===== config.mk =====
export PLATFORM = sky130hd
export DESIGN_NAME = exp_share_arbiter
export DESIGN_NICKNAME = d
export VERILOG_FILES = /design/src/rtl/softmax_pkg.sv /design/src/rtl/exp_share_arbiter_rr_arbiter.sv /design/src/rtl/exp_share_arbiter.sv
export SDC_FILE = /design/constraint.sdc
export NUM_CORES = 1
export LEC_CHECK = 0
export ABC_CLOCK_PERIOD_IN_PS = 3650
export BUFFER_PORTS_ARGS = -buffer_cell sky130_fd_sc_hd__clkbuf_2
export CORE_MARGIN = 2
export CORE_UTILIZATION = 40
export CTS_BUF_LIST = sky130_fd_sc_hd__clkbuf_8
export CTS_CLUSTER_DIAMETER = 40
export CTS_CLUSTER_SIZE = 14
export DETAILED_ROUTE_END_ITERATION = 10
export PLACE_DENSITY = 0.69
export SETUP_SLACK_MARGIN = 0.2
export SLEW_MARGIN = 10
export SYNTH_ARGS = -nofsm -noshare
export SYNTH_HDL_FRONTEND = slang
export SYNTH_SLANG_ARGS = --single-unit

===== constraint.sdc =====
create_clock -name Clock -period 3.65 [get_ports Clock]
set_input_delay 0.73 -clock Clock [delete_from_list [all_inputs] [get_ports Clock]]
set_output_delay 0.73 -clock Clock [all_outputs]
set_load 0.01 [all_outputs]

===== src/rtl/softmax_pkg.sv =====
// Shared constants and types for the softmax datapath: data width, FP literals,
// and the state encoding used by the exponential-unit sharing arbiter.
package softmax_pkg;

    localparam int DATALENGTH = 32;

    localparam logic [DATALENGTH-1:0] FP_ONE  = 32'h3f80_0000;
    localparam logic [DATALENGTH-1:0] FP_HALF = 32'h3f00_0000;

    localparam int DEFAULT_TIMEOUT    = 255;
    localparam int DEFAULT_GAP_CYCLES = 2;

    typedef enum logic [1:0] {
        IDLE = 2'd0,
        RUN  = 2'd1,
        DONE = 2'd2,
        GAP  = 2'd3
    } arb_state_e;

endpackage


===== src/rtl/exp_share_arbiter_rr_arbiter.sv =====
// Combinational rotating-priority picker: searches from ptr_i+1 upward with wrap
// and returns the first requester as a one-hot grant plus its index.
module rr_arbiter #(
    parameter int NREQ = 4,
    parameter int IW   = $clog2(NREQ)
) (
    input  logic [NREQ-1:0] req_i,
    input  logic [IW-1:0]   ptr_i,
    output logic [NREQ-1:0] gnt_o,
    output logic [IW-1:0]   idx_o
);

    logic          found;
    logic [IW-1:0] cand;

    always_comb begin
        gnt_o = '0;
        idx_o = '0;
        found = 1'b0;
        cand  = '0;
        for (int i = 1; i <= NREQ; i++) begin
            cand = IW'((int'(ptr_i) + i) % NREQ);
            if (!found && req_i[cand]) begin
                found        = 1'b1;
                gnt_o[cand]  = 1'b1;
                idx_o        = cand;
            end
        end
    end

endmodule


===== src/rtl/exp_share_arbiter.sv =====
// Shares one level-enabled exponential unit among NREQ softmax lanes: round-robin
// grant, Str held until Ack or watchdog expiry, one-cycle Done, then a forced Str-low gap.
module exp_share_arbiter
    import softmax_pkg::*;
#(
    parameter int NREQ       = 4,
    parameter int DW         = DATALENGTH,
    parameter int TIMEOUT    = DEFAULT_TIMEOUT,
    parameter int GAP_CYCLES = DEFAULT_GAP_CYCLES
) (
    input  logic               Clock,
    input  logic               Reset,
    input  logic [NREQ-1:0]    Req,
    input  logic [NREQ*DW-1:0] ReqData,
    output logic [NREQ-1:0]    Grant,
    output logic [NREQ-1:0]    Done,
    output logic               Error,
    output logic [DW-1:0]      Result,
    output logic               Busy,
    output logic               ExpStr,
    output logic [DW-1:0]      ExpDatain,
    input  logic               ExpAck,
    input  logic [DW-1:0]      ExpDataOut
);

    localparam int IW = $clog2(NREQ);
    localparam int CW = $clog2(TIMEOUT + 1);
    localparam int GW = $clog2(GAP_CYCLES + 1);

    localparam logic [CW-1:0] RUN_LAST = CW'(TIMEOUT - 1);
    localparam logic [GW-1:0] GAP_LAST = GW'(GAP_CYCLES - 1);

    arb_state_e state_q, state_d;

    logic [NREQ-1:0] grant_q,   grant_d;
    logic [NREQ-1:0] done_q,    done_d;
    logic            error_q,   error_d;
    logic [DW-1:0]   result_q,  result_d;
    logic            busy_q;
    logic            exp_str_q, exp_str_d;
    logic [DW-1:0]   exp_dat_q, exp_dat_d;
    logic [IW-1:0]   rr_ptr_q,  rr_ptr_d;
    logic [IW-1:0]   owner_q,   owner_d;
    logic [CW-1:0]   run_cnt_q, run_cnt_d;
    logic [GW-1:0]   gap_cnt_q, gap_cnt_d;

    logic [NREQ-1:0] arb_gnt;
    logic [IW-1:0]   arb_idx;
    logic [DW-1:0]   lane_data [NREQ];

    for (genvar g = 0; g < NREQ; g++) begin : g_lane
        assign lane_data[g] = ReqData[g*DW +: DW];
    end

    rr_arbiter #(
        .NREQ (NREQ),
        .IW   (IW)
    ) u_rr_arbiter (
        .req_i (Req),
        .ptr_i (rr_ptr_q),
        .gnt_o (arb_gnt),
        .idx_o (arb_idx)
    );

    always_ff @(posedge Clock or negedge Reset) begin
        if (!Reset) begin
            state_q <= IDLE;
        end else begin
            state_q <= state_d;
        end
    end

    always_comb begin
        state_d = state_q;
        unique case (state_q)
            IDLE:    if (|Req) state_d = RUN;
            RUN:     if (ExpAck || run_cnt_q == RUN_LAST) state_d = DONE;
            DONE:    state_d = GAP;
            GAP:     if (gap_cnt_q == GAP_LAST) state_d = IDLE;
            default: state_d = IDLE;
        endcase
    end

    always_comb begin
        grant_d   = grant_q;
        done_d    = '0;
        error_d   = error_q;
        result_d  = result_q;
        exp_str_d = exp_str_q;
        exp_dat_d = exp_dat_q;
        rr_ptr_d  = rr_ptr_q;
        owner_d   = owner_q;
        run_cnt_d = run_cnt_q;
        gap_cnt_d = gap_cnt_q;
        unique case (state_q)
            IDLE: begin
                if (|Req) begin
                    grant_d   = arb_gnt;
                    owner_d   = arb_idx;
                    exp_dat_d = lane_data[arb_idx];
                    exp_str_d = 1'b1;
                    run_cnt_d = '0;
                end
            end
            RUN: begin
                exp_str_d = 1'b1;
                run_cnt_d = run_cnt_q + CW'(1);
                // Ack beats the watchdog when both land on the same edge
                if (ExpAck) begin
                    result_d  = ExpDataOut;
                    error_d   = 1'b0;
                    done_d    = grant_q;
                    exp_str_d = 1'b0;
                end else if (run_cnt_q == RUN_LAST) begin
                    result_d  = '0;
                    error_d   = 1'b1;
                    done_d    = grant_q;
                    exp_str_d = 1'b0;
                end
            end
            DONE: begin
                grant_d   = '0;
                error_d   = 1'b0;
                exp_str_d = 1'b0;
                rr_ptr_d  = owner_q;
                gap_cnt_d = '0;
            end
            GAP: begin
                exp_str_d = 1'b0;
                gap_cnt_d = gap_cnt_q + GW'(1);
            end
            default: begin
                exp_str_d = 1'b0;
            end
        endcase
    end

    always_ff @(posedge Clock or negedge Reset) begin
        if (!Reset) begin
            grant_q   <= '0;
            done_q    <= '0;
            error_q   <= 1'b0;
            result_q  <= '0;
            busy_q    <= 1'b0;
            exp_str_q <= 1'b0;
            exp_dat_q <= '0;
            rr_ptr_q  <= IW'(NREQ - 1);
            owner_q   <= '0;
            run_cnt_q <= '0;
            gap_cnt_q <= '0;
        end else begin
            grant_q   <= grant_d;
            done_q    <= done_d;
            error_q   <= error_d;
            result_q  <= result_d;
            busy_q    <= (state_d != IDLE);
            exp_str_q <= exp_str_d;
            exp_dat_q <= exp_dat_d;
            rr_ptr_q  <= rr_ptr_d;
            owner_q   <= owner_d;
            run_cnt_q <= run_cnt_d;
            gap_cnt_q <= gap_cnt_d;
        end
    end

    assign Grant     = grant_q;
    assign Done      = done_q;
    assign Error     = error_q;
    assign Result    = result_q;
    assign Busy      = busy_q;
    assign ExpStr    = exp_str_q;
    assign ExpDatain = exp_dat_q;

endmodule


Yosys cells after proc, flatten, opt, wreduce, memory -nomap -nowiden
Cells that the tools add are included.
{ "classes": {"addsub": 6, "order_cmp": 9, "n_eq_ne": 7, "mux": 51, "n_bitwise": 4, "n_reduce_logical": 25} }
{ "ops": {"columns": ["op", "count"], "rows": [
  ["32-bit two-way mux", 4],
  ["32-bit binary-select mux with 2-bit select", 1],
  ["4-bit two-way mux", 8],
  ["1-bit two-way mux", 16],
  ["8-bit one-hot mux with 2 select lines", 1],
  ["2-bit two-way mux", 7],
  ["2-bit by 3-bit < comparator with 1-bit output (second input constant)", 4],
  ["4-bit OR", 3],
  ["2-bit nonzero test", 6],
  ["2-bit AND reduction", 5],
  ["8-bit by 1-bit adder with 8-bit output (second input constant)", 1],
  ["1-bit binary-select mux with 2-bit select", 4],
  ["1-bit demux with 2-bit select", 4],
  ["8-bit equality test (second input constant)", 1],
  ["2-bit by 1-bit greater-or-equal comparator with 1-bit output (second input constant)", 4],
  ["8-bit two-way mux", 1],
  ["2-bit one-hot mux with 4 select lines", 1],
  ["4-bit one-hot mux with 2 select lines", 1],
  ["1-bit logical AND", 7],
  ["2-bit by 1-bit adder with 2-bit output (second input constant)", 3],
  ["2-bit adder (second input constant)", 2],
  ["2-bit by 1-bit equality test with 1-bit output (second input constant)", 2],
  ["2-bit equality test (second input constant)", 2],
  ["2-bit one-hot mux with 2 select lines", 1],
  ["11 further kinds", 13]
]} }
{ "word_totals": {"regBits": 91, "in_bits": 167, "output_inout_bits": 75} }

Depth between registers and ports, before layout
{ "depth": {"depth_word": 17, "depth_mapped": 12, "mapped_depth_nobuf": 8} }

Hierarchy
From an unflattened synthesis, not the netlist that was laid out.
{ "unflattened": {"hier_cells": 428, "hier_area_um2": 4852.2} }
{ "by_module_without_submodules": {"columns": ["mod", "instances", "cells_each", "area_per_inst_um2", "seq_area_each_um2"], "rows": [
  ["exp_share_arbiter", 1, 360, 4306.6, 2279.7],
  ["rr_arbiter", 1, 68, 545.5, 0.0]
]} }

Worst setup path before layout
OpenSTA, ideal clock, no wires.
{ "synth_timing": {"path_kind": "register -> register", "startpoint": "register rr_ptr_q[1]", "endpoint": "register exp_dat_q[24], in the netlist ExpDatain[24]", "arrival_time_ns": 3.211, "required_time_ns": 3.505, "setup_slack_ns": 0.295, "path_stages_with_launch": 13, "period_less_slack_ns": 3.355, "cell_sequence": "dfstp_2 > clkbuf_1 > inv_1 > ha_1 > clkbuf_1 > or3b_2 > a21oi_1 > o21ai_1 > a211o_1 > clkbuf_1 > clkbuf_1 > a221oi_1 > o31ai_2"} }
{ "synth_between": {"elab_chain_len": 17} }
{ "synth_rtl": {"columns": ["item", "line", "rtl"], "rows": [
  ["start, declared", "exp_share_arbiter.sv:42", "logic [IW-1:0] rr_ptr_q, rr_ptr_d;"],
  ["start signal, assigned", "exp_share_arbiter.sv:147", "rr_ptr_q <= IW'(NREQ - 1);"],
  ["start signal, assigned", "exp_share_arbiter.sv:159", "rr_ptr_q <= rr_ptr_d;"],
  ["2-bit by 1-bit adder with 2-bit output", "exp_share_arbiter_rr_arbiter.sv:22", "cand = IW'((int'(ptr_i) + i) % NREQ);"],
  ["1-bit binary-select mux with 2-bit select", "exp_share_arbiter_rr_arbiter.sv:23", "if (!found && req_i[cand]) begin"],
  ["1-bit two-way mux (not written as such)", "exp_share_arbiter_rr_arbiter.sv:23", null],
  ["1-bit two-way mux", "exp_share_arbiter_rr_arbiter.sv:23", null],
  ["1-bit logical NOT", "exp_share_arbiter_rr_arbiter.sv:23", null],
  ["1-bit logical AND", "exp_share_arbiter_rr_arbiter.sv:23", null],
  ["1-bit two-way mux", "exp_share_arbiter_rr_arbiter.sv:23", null],
  ["1-bit logical NOT", "exp_share_arbiter_rr_arbiter.sv:23", null],
  ["1-bit logical AND", "exp_share_arbiter_rr_arbiter.sv:23", null],
  ["1-bit two-way mux", "exp_share_arbiter_rr_arbiter.sv:23", null],
  ["1-bit logical NOT", "exp_share_arbiter_rr_arbiter.sv:23", null],
  ["1-bit logical AND", "exp_share_arbiter_rr_arbiter.sv:23", null],
  ["2-bit two-way mux (*)", "exp_share_arbiter_rr_arbiter.sv:23", null],
  ["2-bit inverter with 3-bit output (not written as such) (*)", "exp_share_arbiter.sv:100", "exp_dat_d = lane_data[arb_idx];"],
  ["32-bit binary-select mux with 2-bit select (*)", "exp_share_arbiter.sv:100", null],
  ["32-bit two-way mux (not written as such) (*) (2 in a row)", "exp_share_arbiter.sv:100", null],
  ["end signal, assigned", "exp_share_arbiter.sv:158", "exp_dat_q <= exp_dat_d;"],
  ["end, declared", "exp_share_arbiter.sv:41", "logic [DW-1:0] exp_dat_q, exp_dat_d;"]
]} }
Mark *: on every way between the ends. The rest lies on a longest branch, timed or not. The select of a mux whose other input is x is not followed.
A chain may end at the register's enable or synchronous reset.

Worst setup path after layout
{ "layout_timing": {"startpoint": "register rr_ptr_q[0]", "endpoint": "register exp_dat_q[17], in the netlist ExpDatain[17]"} }
Same word-level chain as after synthesis.

==> out/qor.yml <==
status: "complete, no violations"
rsz0062_at_grt: "false"
cts_sinks: 91
nFillCells: 1256
multi_input_area_um2: 2967
syn_nets: 736
start_util_pct: 40.38
critPathKind: "reg2reg"
num_vias: 5481
grt_antenna_before_repair: 0
yosysWarnings: 0
grt_usage_pct: 21.90
p_per_area_nw_per_um2: 932.5
drc: 0
core_um2: 13720
numCtsBuffers: 9
relSlewSlack_pct: 25.23
wl_per_cell_um: 17.37
grt_pass1_wl_um: 25920
final_hold_viol_count: 0
critical_path.startpoint_type: "flip-flop"
place_inst: 942
worst_slew_pin_slew_ns: 1.122
avgSynthCellArea_um2: 9.929
rows: 43
utilization_pct: 52.35
min_period_ns: 3.294
cap_violations: 0
wl_um: 16670
required_ns: 3.90
report.final.slew_viol_count: 0
async_flop_share_pct: 100.0
ant_nets: 0
stdcell_count: 960
die-height_um: 121.7
cts.htree.levels: 3
io_pins: 242
synth-main-ff-cell: "dfrtp_1"
yosysUniqueCellTypes: 49
synthCells: 558
via_per_inst: 5.709
end_kind: "flip-flop"
fin_nets: 953
antennaDiodeCount: 0
hold_buffers: 0
dr.pass1.iters: 5
grt_max_degree: 77
setup_viol: 0
seq_area_um2: 2283
hp-class: "in2async"
crit_fanout: 21
drt-initial-drc-count: 270
grt_pass1_vias: 5297
leakagePower_nw: 3.668
finalCritPeriodShare_pct: 90.26
ir_drop_mv: 0.5093
synth_edf_count: 0
drive_gt1_share_pct: 42.44
port_buffers: 241
die_w_um: 121.7
cts_tree: "done"
clock_latency_ns: 0.37
tns_ns: 0
die-area_um2: 14810
clk_path_buf_depth: 2
dp_hpwl_um: 11890
clkTransAtPathRegs_ns: 0.11
synth_seq_area_share_pct: 41.15
syn2layout_area_growth_pct: 29.63
synth_area_um2: 5540
worst_clock_skew_ns: 0.01496
grt_overflow: 0
ys_ff_latch: 91
place_congestion: 0.8775
clock.fmax_mhz: 303.6
worstPathArrival_ns: 3.54
cts-root-buf: "clkbuf_8"
[critical path, cell delays in order, from the launching register on]
cell	delay [ns]
dfstp_4	0.66
inv_2	0.05
ha_1	0.33
buf_4	0.19
or3b_2	0.46
a21oi_1	0.16
o21ai_1	0.11
a211o_4	0.45
buf_4	0.25
a221oi_1	0.41
o31ai_2	0.09
[logic make-up after synthesis]
family | share of synthesized area, %
simple gates | 11.47
compound gates | 36.70
mux | 1.987
fa+ha+maj | 2.484
xor+xnor | 0.3162
buf+inv | 5.894
flops | 41.15
[per-layer routing]
metal	GRT usage (%)	part of all wire (%)	vias up
met4	7.615	1.9	0
met5	0	0	-
li1	-	-	2568
met2	36.69	48	252
met3	5.197	8.1	24
met1	27.78	42	2637
[registers in the layout (all words and copies together), names as in the netlist]
signal / count
gap_cnt_q: 2
owner_q: 2
ExpDatain: 32
Result: 32
Busy: 1
Grant: 4
rr_ptr_q: 2
ExpStr: 1
Error: 1
state_q: 2
run_cnt_q: 8
Done: 4
[worst paths after layout]
path,start,endpoint,slack (ns),cells past startpoint
min reg2reg,run_cnt_q[7]$_DFFE_PN0P_,run_cnt_q[7]$_DFFE_PN0P_,0.49,1
max,rr_ptr_q[0]$_DFFE_PN1P_,ExpDatain[17]$_DFFE_PN0P_,0.36,10
min in group Clock,run_cnt_q[7]$_DFFE_PN0P_,run_cnt_q[7]$_DFFE_PN0P_,0.49,1
max reg2reg,rr_ptr_q[0]$_DFFE_PN1P_,ExpDatain[17]$_DFFE_PN0P_,0.36,10
max in group asynchronous,Reset,ExpDatain[13]$_DFFE_PN0P_,2.31,2
min,Reset,Done[2]$_DFF_PN0_,0.49,1
[cell usage after synthesis (all sizes together) (3+ instances only)]
master / n / area (µm²)
inv: 8 / 30.03
a21boi: 33 / 251.5
mux4: 4 / 90.09
nand2b: 5 / 31.28
a22oi: 12 / 90.09
a22o: 32 / 280.3
a221oi: 32 / 280.3
nor3: 33 / 165.2
o21a: 3 / 22.52
buf: 25 / 161.4
nand4: 4 / 25.02
ha: 11 / 137.6
and2: 3 / 18.77
dfrtp: 89 / 2227
o31ai: 32 / 400.4
o21ai: 27 / 138.9
nor2b: 4 / 32.53
a31oi: 3 / 18.77
nand2: 52 / 195.2
nand3: 7 / 35.03
o211a: 32 / 320.3
clkbuf: 35 / 131.4
nor2: 14 / 52.55
a21oi: 38 / 190.2
[layout make-up]
| class | instances | area share (%) |
|---|---|---|
| flip-flops and latches | 91 | 31.79 |
| repair buffers | 266 | 19.84 |
| well taps | 180 | 3.136 |
| clock inverters | 7 | 1.725 |
| multi-input cells | 398 | 41.31 |
| clock buffers | 9 | 1.725 |
| inverters | 9 | 0.4704 |
[metrics by stage]
step	setup slack [ns]	area (µm²)	power, mW	hold WS, ns
after floorplan	0.2947	5540	4.608	0.4344
after global placement	0.3183	6899	5.671	0.4630
after detailed placement	0.1800	6899	5.823	0.4708
after CTS	0.2195	7156	6.699	0.4891
after global routing	0.2443	7182	7.207	0.5169
final	0.3557	7182	6.697	0.4858
[what timing repair did]
| item | CTS | global route |
|---|---|---|
| resized for setup | 2 | 2 |
| setup endpoints to repair | 2 | 32 |
| gates cloned | 0 | 0 |
| setup buffers | 0 | 2 |
[power by group]
part	switching (mW)	internal, mW
logic	2.37	1.71
clock network	0.387	0.461
registers	0.307	1.45
total	3.07	3.63
[layout by cell type (no fill, tap or decap), drive strengths merged, types with 4 or more instances in the layout]
cell type	Yosys	final
clkbuf	35	249
dfrtp	89	89
nand2	52	52
a21oi	38	38
nor3	33	33
a21boi	33	33
a22o	32	32
o211a	32	32
a221oi	32	32
o31ai	32	32
o21ai	27	27
buf	25	26
nor2	14	14
a22oi	12	12
ha	11	11
inv	8	10
nand3	7	7
nand2b	5	5
nand4	4	4
mux4	4	4
nor2b	4	4
(Power assumes the default switching activity.)
